===== config.mk =====
export PLATFORM = sky130hd
export DESIGN_NAME = router_nic_port_flat
export DESIGN_NICKNAME = d
export VERILOG_FILES = /design/src/rtl/noc_pkg.sv /design/src/rtl/router_nic_port_if.sv /design/src/rtl/router_nic_port_vc_slot.sv /design/src/rtl/router_nic_port.sv /design/src/flat_wrapper.sv
export SDC_FILE = /design/constraint.sdc
export NUM_CORES = 1
export LEC_CHECK = 0
export ABC_AREA = 1
export CAP_MARGIN = 20
export CORE_MARGIN = 2
export CORE_UTILIZATION = 30
export CTS_CLUSTER_DIAMETER = 40
export CTS_CLUSTER_SIZE = 28
export DETAILED_ROUTE_END_ITERATION = 10
export HOLD_SLACK_MARGIN = 0.08
export RECOVER_POWER = 50
export SLEW_MARGIN = 25
export SYNTH_ARGS = -nofsm -noshare
export SYNTH_HDL_FRONTEND = slang
export SYNTH_SLANG_ARGS = --single-unit

===== constraint.sdc =====
create_clock -name clk -period 2.8 [get_ports clk]
set_input_delay 0.7 -clock clk [delete_from_list [all_inputs] [get_ports clk]]
set_output_delay 0.7 -clock clk [all_outputs]
set_load 0.01 [all_outputs]

===== src/rtl/noc_pkg.sv =====
// Shared NoC definitions: packet width, packet field positions, VC index type.
// Packets use ascending bit order [0:PKT_W-1]; bit 0 carries the VC.
package noc_pkg;

  localparam int unsigned PKT_W    = 64;
  localparam int unsigned CNT_W    = 16;

  localparam int unsigned VC_BIT   = 0;
  localparam int unsigned DIR_BIT  = 1;
  localparam int unsigned HOP_MSB  = 8;
  localparam int unsigned HOP_LSB  = 15;
  localparam int unsigned DATA_MSB = 32;

  typedef logic              vc_idx_t;
  typedef logic [0:PKT_W-1]  pkt_t;

  // Virtual channel a packet claims to travel on.
  function automatic vc_idx_t pkt_vc(pkt_t pkt);
    return pkt[VC_BIT];
  endfunction

endpackage


===== src/rtl/router_nic_port_if.sv =====
// NIC-facing and fabric-facing handshake bundle of the router local port.
//   master : environment side (NIC and fabric drive strobes/data/readies)
//   slave  : router_nic_port side
interface router_nic_port_if;
  import noc_pkg::*;

  // NIC -> port
  logic net_so;
  pkt_t net_do;
  logic net_ro;
  // port -> NIC
  logic net_si;
  pkt_t net_di;
  logic net_ri;
  // port -> fabric
  logic fab_out_valid;
  pkt_t fab_out_data;
  logic fab_out_ready;
  // fabric -> port
  logic fab_in_valid;
  pkt_t fab_in_data;
  logic fab_in_ready;

  modport master (
    output net_so, net_do, net_ri, fab_out_ready, fab_in_valid, fab_in_data,
    input  net_ro, net_si, net_di, fab_out_valid, fab_out_data, fab_in_ready
  );

  modport slave (
    input  net_so, net_do, net_ri, fab_out_ready, fab_in_valid, fab_in_data,
    output net_ro, net_si, net_di, fab_out_valid, fab_out_data, fab_in_ready
  );

endinterface


===== src/rtl/router_nic_port_vc_slot.sv =====
// vc_slot: one-entry packet buffer with full flag.
//   clk, reset (async, active-low)
//   load   : capture d and set full
//   unload : clear full (data is left in place; consumers gate it with full)
//   q, full: stored packet and occupancy
module vc_slot
  import noc_pkg::*;
(
  input  logic clk,
  input  logic reset,
  input  logic load,
  input  logic unload,
  input  pkt_t d,
  output pkt_t q,
  output logic full
);

  // Occupancy; load and unload never coincide because of the VC phasing.
  always_ff @(posedge clk or negedge reset) begin
    if (!reset) begin
      full <= 1'b0;
    end else if (load) begin
      full <= 1'b1;
    end else if (unload) begin
      full <= 1'b0;
    end
  end

  // Payload register, held unchanged until the next load.
  always_ff @(posedge clk or negedge reset) begin
    if (!reset) begin
      q <= '0;
    end else if (load) begin
      q <= d;
    end
  end

endmodule


===== src/rtl/router_nic_port.sv =====
// router_nic_port: router-side termination of the NIC network interface.
// Buffers NIC injections toward the fabric and fabric ejections toward the NIC
// in two one-entry VC slots per direction. A free-running polarity bit p
// steers the NIC side to VC ~p and the fabric side to VC p each cycle, so no
// slot is written and read in the same cycle.
//   clk, reset (async, active-low)
//   bus          : NIC (net_*) and fabric (fab_*) handshakes, slave modport
//   net_polarity : current phase p, fed to the NIC
//   vc_err       : sticky flag, a captured packet's VC bit disagreed with its slot
//   inj_cnt      : packets accepted from the NIC (wraps)
//   ej_cnt       : packets delivered to the NIC (wraps)
module router_nic_port
  import noc_pkg::*;
(
  input  logic               clk,
  input  logic               reset,
  router_nic_port_if.slave   bus,
  output logic               net_polarity,
  output logic               vc_err,
  output logic [CNT_W-1:0]   inj_cnt,
  output logic [CNT_W-1:0]   ej_cnt
);

  logic    p;
  vc_idx_t nic_vc;
  vc_idx_t fab_vc;

  logic [1:0] inj_full, ej_full;
  logic [1:0] inj_load, inj_unload, ej_load, ej_unload;
  pkt_t       inj_q [2];
  pkt_t       ej_q  [2];

  logic inj_take;   // NIC packet accepted this cycle
  logic ej_give;    // packet delivered to NIC this cycle
  logic fab_take;   // fabric packet accepted this cycle
  logic fab_give;   // packet handed to fabric this cycle
  logic vc_bad;

  assign nic_vc       = ~p;
  assign fab_vc       = p;
  assign net_polarity = p;

  // Handshake outputs depend only on registered state, p and net_ri.
  assign bus.net_ro        = ~inj_full[nic_vc];
  assign bus.net_si        = ej_full[nic_vc] & bus.net_ri;
  assign bus.net_di        = bus.net_si ? ej_q[nic_vc] : '0;
  assign bus.fab_out_valid = inj_full[fab_vc];
  assign bus.fab_out_data  = bus.fab_out_valid ? inj_q[fab_vc] : '0;
  assign bus.fab_in_ready  = ~ej_full[fab_vc];

  assign inj_take = bus.net_so & bus.net_ro;
  assign ej_give  = bus.net_si;
  assign fab_take = bus.fab_in_valid & bus.fab_in_ready;
  assign fab_give = bus.fab_out_valid & bus.fab_out_ready;

  // Route the four strobes to the slot of the VC active on each side.
  always_comb begin
    inj_load           = 2'b00;
    inj_unload         = 2'b00;
    ej_load            = 2'b00;
    ej_unload          = 2'b00;
    inj_load[nic_vc]   = inj_take;
    ej_unload[nic_vc]  = ej_give;
    inj_unload[fab_vc] = fab_give;
    ej_load[fab_vc]    = fab_take;
  end

  // Captured packet whose VC bit disagrees with the slot it lands in.
  assign vc_bad = (inj_take & (pkt_vc(bus.net_do) != nic_vc)) |
                  (fab_take & (pkt_vc(bus.fab_in_data) != fab_vc));

  for (genvar i = 0; i < 2; i++) begin : g_vc
    vc_slot u_inj (
      .clk    (clk),
      .reset  (reset),
      .load   (inj_load[i]),
      .unload (inj_unload[i]),
      .d      (bus.net_do),
      .q      (inj_q[i]),
      .full   (inj_full[i])
    );

    vc_slot u_ej (
      .clk    (clk),
      .reset  (reset),
      .load   (ej_load[i]),
      .unload (ej_unload[i]),
      .d      (bus.fab_in_data),
      .q      (ej_q[i]),
      .full   (ej_full[i])
    );
  end

  // Phase bit, sticky error flag and packet counters.
  always_ff @(posedge clk or negedge reset) begin
    if (!reset) begin
      p       <= 1'b0;
      vc_err  <= 1'b0;
      inj_cnt <= '0;
      ej_cnt  <= '0;
    end else begin
      p <= ~p;
      if (vc_bad)   vc_err  <= 1'b1;
      if (inj_take) inj_cnt <= inj_cnt + CNT_W'(1);
      if (ej_give)  ej_cnt  <= ej_cnt + CNT_W'(1);
    end
  end

endmodule


===== src/flat_wrapper.sv =====
// flat-port wrapper written by rule: the top's interface ports become plain ports
module router_nic_port_flat import noc_pkg::*;
  (clk, reset, net_polarity, vc_err, inj_cnt, ej_cnt, bus_net_so, bus_net_do, bus_net_ri, bus_fab_out_ready, bus_fab_in_valid, bus_fab_in_data, bus_net_ro, bus_net_si, bus_net_di, bus_fab_out_valid, bus_fab_out_data, bus_fab_in_ready);
  router_nic_port_if bus_i ();
  input  logic clk;
  input  logic reset;
  output logic net_polarity;
  output logic vc_err;
  output logic [CNT_W-1:0] inj_cnt;
  output logic [CNT_W-1:0] ej_cnt;
  input wire logic [$bits(bus_i.net_so)-1:0] bus_net_so;
  input wire logic [$bits(bus_i.net_do)-1:0] bus_net_do;
  input wire logic [$bits(bus_i.net_ri)-1:0] bus_net_ri;
  input wire logic [$bits(bus_i.fab_out_ready)-1:0] bus_fab_out_ready;
  input wire logic [$bits(bus_i.fab_in_valid)-1:0] bus_fab_in_valid;
  input wire logic [$bits(bus_i.fab_in_data)-1:0] bus_fab_in_data;
  output wire logic [$bits(bus_i.net_ro)-1:0] bus_net_ro;
  output wire logic [$bits(bus_i.net_si)-1:0] bus_net_si;
  output wire logic [$bits(bus_i.net_di)-1:0] bus_net_di;
  output wire logic [$bits(bus_i.fab_out_valid)-1:0] bus_fab_out_valid;
  output wire logic [$bits(bus_i.fab_out_data)-1:0] bus_fab_out_data;
  output wire logic [$bits(bus_i.fab_in_ready)-1:0] bus_fab_in_ready;
  assign bus_i.net_so = bus_net_so;
  assign bus_i.net_do = bus_net_do;
  assign bus_i.net_ri = bus_net_ri;
  assign bus_i.fab_out_ready = bus_fab_out_ready;
  assign bus_i.fab_in_valid = bus_fab_in_valid;
  assign bus_i.fab_in_data = bus_fab_in_data;
  assign bus_net_ro = bus_i.net_ro;
  assign bus_net_si = bus_i.net_si;
  assign bus_net_di = bus_i.net_di;
  assign bus_fab_out_valid = bus_i.fab_out_valid;
  assign bus_fab_out_data = bus_i.fab_out_data;
  assign bus_fab_in_ready = bus_i.fab_in_ready;
  router_nic_port u_core (.clk(clk), .reset(reset), .bus(bus_i), .net_polarity(net_polarity), .vc_err(vc_err), .inj_cnt(inj_cnt), .ej_cnt(ej_cnt));
endmodule

== Word-level counts from Yosys, hierarchy flattened ==
Cells that the tools add are included.
Storage, ports and cells
  logic and storage cells: 72
  output and inout bits: 166
  register bits: 294
  input port bits: 134
Operators by class
  equal/unequal tests: 2
  bitwise logic cells: 16
  magnitude comparators: 6
  mux-type cells: 28
  add/sub/neg operators: 2
  reductions and logical operators: 6
Operators with widths (number)
  2-to-1 mux 64 bit: 8
  adder 16 x 1 -> 16 bit, second input constant: 2
  2-to-1 mux 1 bit: 18
  AND 2 bit: 4
  nonzero test 2 bit: 4
  AND 1 bit: 6
  >= comparator 2 bit, second input constant: 2
  less-than comparator 1 x 2 -> 1 bit, second input constant: 2
  inverter 1 -> 2 bit: 2
  inverter 1 bit: 3
  demux 1 bit (select 1 bit): 2
  >= comparator 1 bit, second input constant: 2
  logical AND 1 bit: 2
  inequality test 1 bit: 2
  bitwise OR 1 bit: 1

== Logic depth before layout (Yosys ltp) ==
Gate-level depths: netlist (run 1).
  depth after elaboration: 8
  gate-level depth with buffers: 10
  gate-level depth less buffers: 9

== Cells and area by module ==
A second synthesis (run 1) with hierarchy kept.
Second synthesis, totals
  cell total of the unflattened synthesis: 1905
  area, all modules: 14081.0 sq um
Modules (own cells, without submodules)
  vc_slot: area each 2514.9 sq um, sequential area each 1626.6 sq um, cells each 275, times used 4
  router_nic_port: area each 4021.4 sq um, sequential area each 850.8 sq um, cells each 805, times used 1

== Least setup slack after synthesis (run 1) ==
Ideal clock, no wire load.
  path type: input -> output
  from: input bus_net_ri
  to: output bus_net_di[10]
  path buffers: 1
  data required time: 2.100 ns
  stages on the path: 7
  arrival: 1.515 ns
  setup slack: 0.585 ns
  cells stage by stage: nand3_2 > inv_2 > nand2_1 > inv_2 > buf_4 > nand2_1 > nand2_1
Between the ends
  longest elaborated chain between the ends: 2
Ends and longest elaborated chain
  from (decl): line flat_wrapper.sv:13  | input wire logic [$bits(bus_i.net_ri)-1:0] bus_net_ri;
  AND 1 bit: line router_nic_port.sv:45  | assign bus.net_si = ej_full[nic_vc] & bus.net_ri;
  named net bus_net_si: line flat_wrapper.sv:18  | output wire logic [$bits(bus_i.net_si)-1:0] bus_net_si;
  2-to-1 mux 64 bit: line router_nic_port.sv:46  | assign bus.net_di = bus.net_si ? ej_q[nic_vc] : '0;
  to (decl): line flat_wrapper.sv:19  | output wire logic [$bits(bus_i.net_di)-1:0] bus_net_di;
The timed path passes the listed nets, and every way through them passes these cells.

== Worst setup path in the final report (run 1) ==
  from: register u_core.p (netlist: u_core.net_polarity)
  to: output bus_net_di[17]
Between the ends
  longest elaborated chain between the ends: 6
  elaborated cells between the ends (all ways): 9
  classes of those cells: mux (6); bitwise (3)
Ends and longest elaborated chain
  from (decl): line router_nic_port.sv:24  | logic p;
  from (signal assigned): line router_nic_port.sv:102  | p <= ~p;
  inverter 1 bit: line router_nic_port.sv:39  | assign nic_vc = ~p;
  inverter 1 -> 2 bit (implied by the code): line router_nic_port.sv:46
  2-to-1 mux 64 bit (implied by the code) (3 in a row): line router_nic_port.sv:46
  2-to-1 mux 64 bit (*): line router_nic_port.sv:46
Mark *: on every way between the ends. The rest lies on a longest branch, timed or not. The select of a mux whose other input is x is not followed.

==> summary.txt, run 1 <==
Worst setup path
  – Worst path cell trace: nor2_1 -> inv_1 -> nand3_2 -> inv_2 -> nand2_2 -> inv_4 -> buf_6 -> buf_12 -> buf_12 -> nand2_2 -> nand2_2 -> buf_6
  – Worst setup path category: reg -> out
  – Critical Path End Type: output pin
  – Crit-path slowest cell: dfrtp_4
  – CP dominant cell by count: nand2_2
  – CP max FO: 5
  – Flop-to-flop setup slack: roughly 0.32 ns
  – Max incr delay on CP: 0.53 ns
  – WP data required: 2.10 ns
  – Worst reg2reg path depth: 5
  – CP arrival: 2.20 ns
  – Critical path launch point type: flop

Layout
  – Reg area: 7360 µm²
  – Multi-input gate area: 5570 µm²
  – Nets: roughly 2.3k
  – Final core utilization: between 40 and 50%
  – Share of layout cells above drive strength 1: 27.0%
  – FILL cells: approximately 4.2k
  – Area growth, synth to finish: 56.1%

Logic synthesis
  – #FFs+latches synth: a little under 300
  – Synth Net Count: 1884
  – Synth cell types: 28
  – Cells after Synth: approximately 1.7k
  – Main area contributors after synthesis: dfrtp_1 (55%), nand2_1 (22%), o21ai_0 (7.4%)
  – Synth top area share: 54.7%
  – Mean Syn Cell Area: 7.70 µm²
  – Post-synthesis sequential area ratio: 54.7%
  – Cell Area, Synth: between 10000 and 15000 µm²
  – Synth area leader: dfrtp_1
  – Yosys warning count: 0

GRT
  – Number of global-route vias before repair: between 10k and 15k
  – Largest net degree at the start of global routing: roughly 110
  – Grt ovf: 0
  – Initial antenna violation count: 4
  – GRT Util Overall: 18.4%
  – First-pass GRT wire length: slightly below 70000 µm

Detailed routing
  – Starting DRT DRC Count: 976
  – DR WL/cell: between 15 and 20 µm
  – Drt total wl: around 45000 µm
  – Detail Route Antenna Nets: 0
  – DRC errors left: 0
  – DR vias: 12.7k
  – Drt first pass iters: 6
  – Drt via density: 4.57

STA
  – Crit path time final: a little under 3 ns
  – Final hold violation count: 0
  – Worst setup margin: -0.0952 ns
  – RSZ-0062 raised after global routing: true
  – Max-slew headroom: -27.0%
  – F_max: roughly 0.35 GHz
  – Setup violators final: 46
  – Worst clock skew: 0.0157 ns
  – Worst Tran Pin Value: 1.91 ns
  – Post-route setup TNS: -2.80 ns
  – Part of the cycle the worst path needs: 103%
  – Max Slew Vio Count: 71

Placement
  – GPL Wtd Cong: 0.814
  – HPWL Detailed: 26200 µm
  – Pre-CTS WS: -0.411 ns
  – Port Buf Inserts: ~300

Die
  – Die area: 46600 µm²
  – Die Ht: roughly 220 µm
  – Ports: 300
  – Starting Density: 30.4%
  – Chip width: 216 µm
  – Site Rows: between 70 and 80
  – Core Area: 44200 µm²

Run
  – Maxcap violations: 1

Clock network
  – TritonCTS Buffers: 53
  – Clock buffer depth: 3
  – CTS tree: yes
  – Clock H-tree levels: 2
  – CTS Root Buffer Type: clkbuf_16
  – Reg clk slew, reported paths: 0.05 ns
  – CTS sink count: 294
  – Skew-Pair Late Insertion Delay: 0.57 ns

Power
  – PwrDens: 832 nW/µm²
  – VDD IR-drop max: ~0.45 mV
  – P_leak: 11.1 nW

Hold path
  – Hold path depth: 2
  – HP Class: reg -> reg

Status
  – Failing checks: max-capacitance violations, max-slew violations, negative setup slack
  – Status: finished, violations left
-- kinds of logic after synthesis --
logic type	share of synthesized area, %
xor gates and xnor gates	1.24
and+or+nand+nor	24.3
buffers and inverters	9.73
AOI/OAI and AO/OA	9.85
DFF	54.7
adders and majority gates	0.186
-- critical path: cells and delay by family (launching register included) --
kind	cells	cell delay [ns]
AND/OR/NAND/NOR	5	0.40
buffers and inverters	7	0.69
flip-flops	1	0.53
-- state kept, by name (all words and copies together) (netlist names) --
| register | flops |
|---|---|
| u_core.g_vc.u_inj.full | 2 |
| u_core.g_vc.u_ej.full | 2 |
| u_core.g_vc.u_inj.q | 128 |
| u_core.net_polarity | 1 |
| u_core.ej_cnt | 16 |
| u_core.vc_err | 1 |
| u_core.inj_cnt | 16 |
| u_core.g_vc.u_ej.q | 128 |
-- cell usage after synthesis (all sizes together) --
| master | n |
|---|---|
| a21oi | 1 |
| buf | 51 |
| clkbuf | 37 |
| dfrtp | 294 |
| ha | 2 |
| inv | 231 |
| nand2 | 791 |
| nand3 | 19 |
| nand4 | 9 |
| nor2 | 26 |
| nor3 | 3 |
| nor3b | 2 |
| o211ai | 1 |
| o21ai | 261 |
| o22ai | 1 |
| xnor2 | 9 |
| xor2 | 10 |
-- path summary, 6_finish.rpt --
kind                                                          end                              startpoint
max                                                bus_net_di[17]           u_core.net_polarity$_DFF_PN0_
min                        u_core.g_vc[1].u_inj.q[63]$_DFFE_PN0P_  u_core.g_vc[1].u_inj.q[63]$_DFFE_PN0P_
max reg2reg                 u_core.g_vc[1].u_ej.q[61]$_DFFE_PN0P_           u_core.net_polarity$_DFF_PN0_
min reg2reg                u_core.g_vc[1].u_inj.q[63]$_DFFE_PN0P_  u_core.g_vc[1].u_inj.q[63]$_DFFE_PN0P_
max in group asynchronous  u_core.g_vc[1].u_inj.q[13]$_DFFE_PN0P_                                   reset
min in group asynchronous   u_core.g_vc[0].u_ej.q[59]$_DFFE_PN0P_                                   reset
-- routing by layer --
layer	GRT usage, %	vias up	routed length [µm]
met1	24.2	6037	19200
met5	0	-	39
met4	5.38	6	880
met3	5.95	69	3830
met2	29.0	432	20800
li1	-	6110	-
-- cell type report --
type	count	area share [%]
multi-input combinational	1135	26.6
inverter	231	4.26
tap	592	3.53
sequential	294	35.1
timing repair buffer	415	21.7
antenna	2	0.0238
clock buffer	70	7.35
clock inverter	30	1.56
-- cell usage in the layout (no fill, tap or decap), types with 11 or more instances in the layout --
master,Yosys,routed
nand2_1,789,589
dfrtp_1,294,293
o21ai_0,198,196
inv_1,224,190
clkdlybuf4s50_1,0,166
nand2_2,1,146
buf_6,2,100
o21ai_1,63,64
clkbuf_16,0,63
nand2_4,1,56
buf_2,24,51
inv_2,6,36
nor2_1,25,25
buf_12,0,25
buf_4,17,25
nand3_1,18,18
buf_16,0,14
clkbuf_8,0,11
-- power by group --
group          leakage (nW)  internal (mW)  switching, mW  total [mW]
sequential             3.62           5.55           1.08        6.63
combinational          6.56           2.10           2.17        4.28
clock                 0.895           4.28           2.29        6.57
-- through the flow --
step,area [µm²],power (mW),hold WS [ns],instances
detailed placement,17300,10.0,0.468,2590
floorplan,13500,8.08,0.404,1748
global placement,17300,9.93,0.454,2590
finish,21000,17.5,0.474,2769
global route,21000,18.4,0.489,2767
CTS,20100,17.0,0.134,2751
-- repair_timing --
item,4_1_cts,5_1_grt
hold buffers,0,0
pin swaps,41,54
gates resized for setup,578,407
cloned,21,8
buffers inserted,42,22
setup endpoints to repair,132,120
Power figures use the tool's default switching activity.
==> run 2, diff against run 1 <==
- CORE_UTILIZATION: 30 -> 51
- PLACE_DENSITY: not set -> 0.81
- clock period: 2.8 -> 2.9 ns (I/O delays scaled with it)
==> run 2 against run 1 <==
  * The run ends with negative setup slack left
  * First-iteration DRC count up 35%
  * Largest cell class unchanged
  * Setup slack gained 0.072 ns
  * Global-route usage rose by 8.4 points
==> summary.txt, run 2 (synthesis gave the netlist of run 1 again) <==
STA
  – RSZ-0062 raised after global routing: true
  – Max Slew Vio Count: 0 (-100%)
  – Setup violators final: 9 (-80%)
  – Final hold violation count: 0 (unchanged)
  – Worst Tran Pin Value: 1.39 ns (-0.516 ns)
  – Worst clock skew: 0.0137 ns (-0.00196 ns)
  – Max-slew headroom: 7.36% (+34 points)
  – Crit path time final: 2.92 ns
  – Worst setup margin: -0.0237 ns (+0.0715 ns)
  – F_max: 0.342 GHz
  – Part of the cycle the worst path needs: 101%

Layout
  – Most frequent cells in the layout: nand2_1 (785), dfrtp_1 (293), inv_1 (224), o21ai_0 (197), clkdlybuf4s50_1 (167)
  – Commonest non-fill, non-tap cell in the layout: nand2_1
  – Final core utilization: 70.1% (+23 points)
  – Non-filler cells, final: 2417 (-13%)
  – Nets: 2188 (-3.4%)
  – FILL cells: 2045 (-52%)
  – Share of layout cells above drive strength 1: 9.56% (-17 points)
  – Largest regs: u_core.g_vc.u_ej.q x128, u_core.g_vc.u_inj.q x128
  – Area growth, synth to finish: 35.4%

Worst setup path
  – Worst reg2reg path depth: 11 (+6)
  – CP arrival: 2.20 ns (about the same)
  – Flop-to-flop setup slack: 0.79 ns (+0.47 ns)
  – WP data required: 2.17 ns (+0.07 ns)
  – Critical path launch point type: flop
  – Critical Path End Type: output pin
  – Worst setup path category: reg -> out
  – CP max FO: 16 (+11)

Detailed routing
  – DR vias: 12.5k (-0.91%)
  – DRC errors left: 0 (unchanged)
  – Drt first pass iters: 5 (-1)
  – Drt total wl: 38300 µm (-14%)
  – Detail Route Antenna Nets: 0 (unchanged)
  – Drt via density: 5.19 (+14%)
  – DR WL/cell: 15.9 µm (-1.9%)
  – Starting DRT DRC Count: 1313 (+35%)

Clock network
  – Clock buffer depth: 3 (unchanged)
  – CTS Hold Bufs: 0 (unchanged)
  – Clock H-tree levels: 2 (unchanged)
  – TritonCTS Buffers: 37 (-30%)
  – CTS Root Buffer Type: clkbuf_16
  – CTS tree: yes
  – Reg clk slew, reported paths: 0.06 ns (about the same)
  – CTS sink count: 294 (unchanged)
  – Skew-Pair Late Insertion Delay: 0.51 ns (-0.06 ns)

GRT
  – Grt ovf: 0 (unchanged)
  – Initial antenna violation count: 2 (-2)
  – Number of global-route vias before repair: 12.1k (-3.0%)
  – First-pass GRT wire length: 61100 µm (-11%)
  – GRT Util Overall: 26.9% (+8.4 points)
  – Largest net degree at the start of global routing: 128 (+14%)

Die
  – Starting Density: 51.8% (+21 points)
  – Core Area: 26000 µm² (-41%)
  – Die area: 27700 µm² (-41%)
  – Ports: 300 (unchanged)
  – Die Ht: 166 µm (-23%)
  – Site Rows: 59 (-23%)
  – Chip width: 166 µm (-23%)

Power
  – VDD IR-drop max: 0.611 mV (+36%)
  – Final Power: 14.4 mW (-18%)
  – PwrDens: 788 nW/µm² (-5.4%)
  – P_leak: 10.0 nW (-9.7%)

Hold path
  – Hold path depth: 2 (unchanged)
  – HP Class: reg -> reg

Status
  – Failing checks: negative setup slack
  – Status: finished, violations left

Run
  – Maxcap violations: 0 (-1)

Placement
  – GPL Wtd Cong: 0.910 (+12%)
  – Port Buf Inserts: 299 (unchanged)
  – DP Cell Count: 2325 (-10%)
  – HPWL Detailed: 23600 µm (-9.8%)
==> run 2: changes by cell type in the layout (fill, tap and decap cells not counted), sizes merged <==
cell,change
buf,-176
bufbuf,+2
bufinv,+1
clkbuf,+22
clkdlybuf4s15,+20
clkdlybuf4s50,+1
clkinv,-1
clkinvlp,-5
diode,-1
dlygate4sd2,+43
dlymetal6s2s,+3
inv,-4
==> run 2: path summary, 6_finish.rpt <==
check	start	endpoint
worst min-delay path	u_core.g_vc[1].u_inj.q[63]$_DFFE_PN0P_	u_core.g_vc[1].u_inj.q[63]$_DFFE_PN0P_
worst max-delay path	u_core.net_polarity$_DFF_PN0_	bus_fab_out_data[30]
worst min register to register	u_core.g_vc[1].u_inj.q[63]$_DFFE_PN0P_	u_core.g_vc[1].u_inj.q[63]$_DFFE_PN0P_
worst max register to register	u_core.net_polarity$_DFF_PN0_	u_core.g_vc[1].u_inj.q[0]$_DFFE_PN0P_
max in group asynchronous	reset	u_core.g_vc[0].u_ej.q[23]$_DFFE_PN0P_
min in group asynchronous	reset	u_core.ej_cnt[8]$_DFFE_PN0P_
==> run 2: per-layer routing <==
layer | share of wire (%) | wire length, µm | GRT usage [%] | vias up
met5 | 0 | 0 | 0 | -
met4 | 2.7 | 1030 | 8.66 | 0
met3 | 8.8 | 3380 | 5.92 | 77
met2 | 48 | 18500 | 44.7 | 570
met1 | 40 | 15400 | 35.4 | 5963
li1 | - | - | - | 5929
==> run 2: stage by stage <==
| step | hold slack, ns | setup TNS, ns | setup WS, ns | instance area [µm²] |
|---|---|---|---|---|
| 2_1_floorplan | 0.429 | 0 | 0.635 | 13500 |
| 3_5_place_dp | 0.463 | -21.13 | -0.368 | 16900 |
| 3_3_place_gp | 0.457 | -18.56 | -0.323 | 16900 |
| 5_1_grt | 0.500 | -1.83 | -0.0885 | 18200 |
| 6_report | 0.478 | -0.115 | -0.0237 | 18200 |
| 4_1_cts | 0.139 | -4.32 | -0.219 | 18300 |
==> run 2: worst max-delay path: stages (launching register included) <==
cell and delay, ns:
dfrtp_2 0.46, buf_6 0.14, buf_6 0.13, o21ai_4 0.23
buf_4 0.17, buf_16 0.16, nand2_1 0.06, inv_1 0.07
dlygate4sd2_1 0.26
==> run 2: area by class of cell <==
class | count | area (µm²) | share of cell area [%]
Clock inverter | 21 | 277 | 1.52
Antenna cell | 1 | 2.50 | 0.0137
Tap cell | 335 | 419 | 2.30
Sequential cell | 294 | 7360 | 40.4
Inverter | 231 | 890 | 4.88
Clock buffer | 47 | 1030 | 5.63
Timing Repair Buffer | 353 | 3400 | 18.7
Multi-Input combinational cell | 1135 | 4840 | 26.6
==> run 2: report_power, final <==
part | total [mW] | switching (mW) | internal, mW
Sequential | 6.18 | 0.831 | 5.35
Clock | 4.78 | 1.79 | 2.99
Combinational | 3.39 | 1.86 | 1.54
==> run 2: timing repair <==
item | CTS | global route
endpoints found under the setup margin | 130 | 106
pin swaps | 1 | 1
buffers inserted | 4 | 8
gates resized for setup | 128 | 181
cloned | 6 | 5
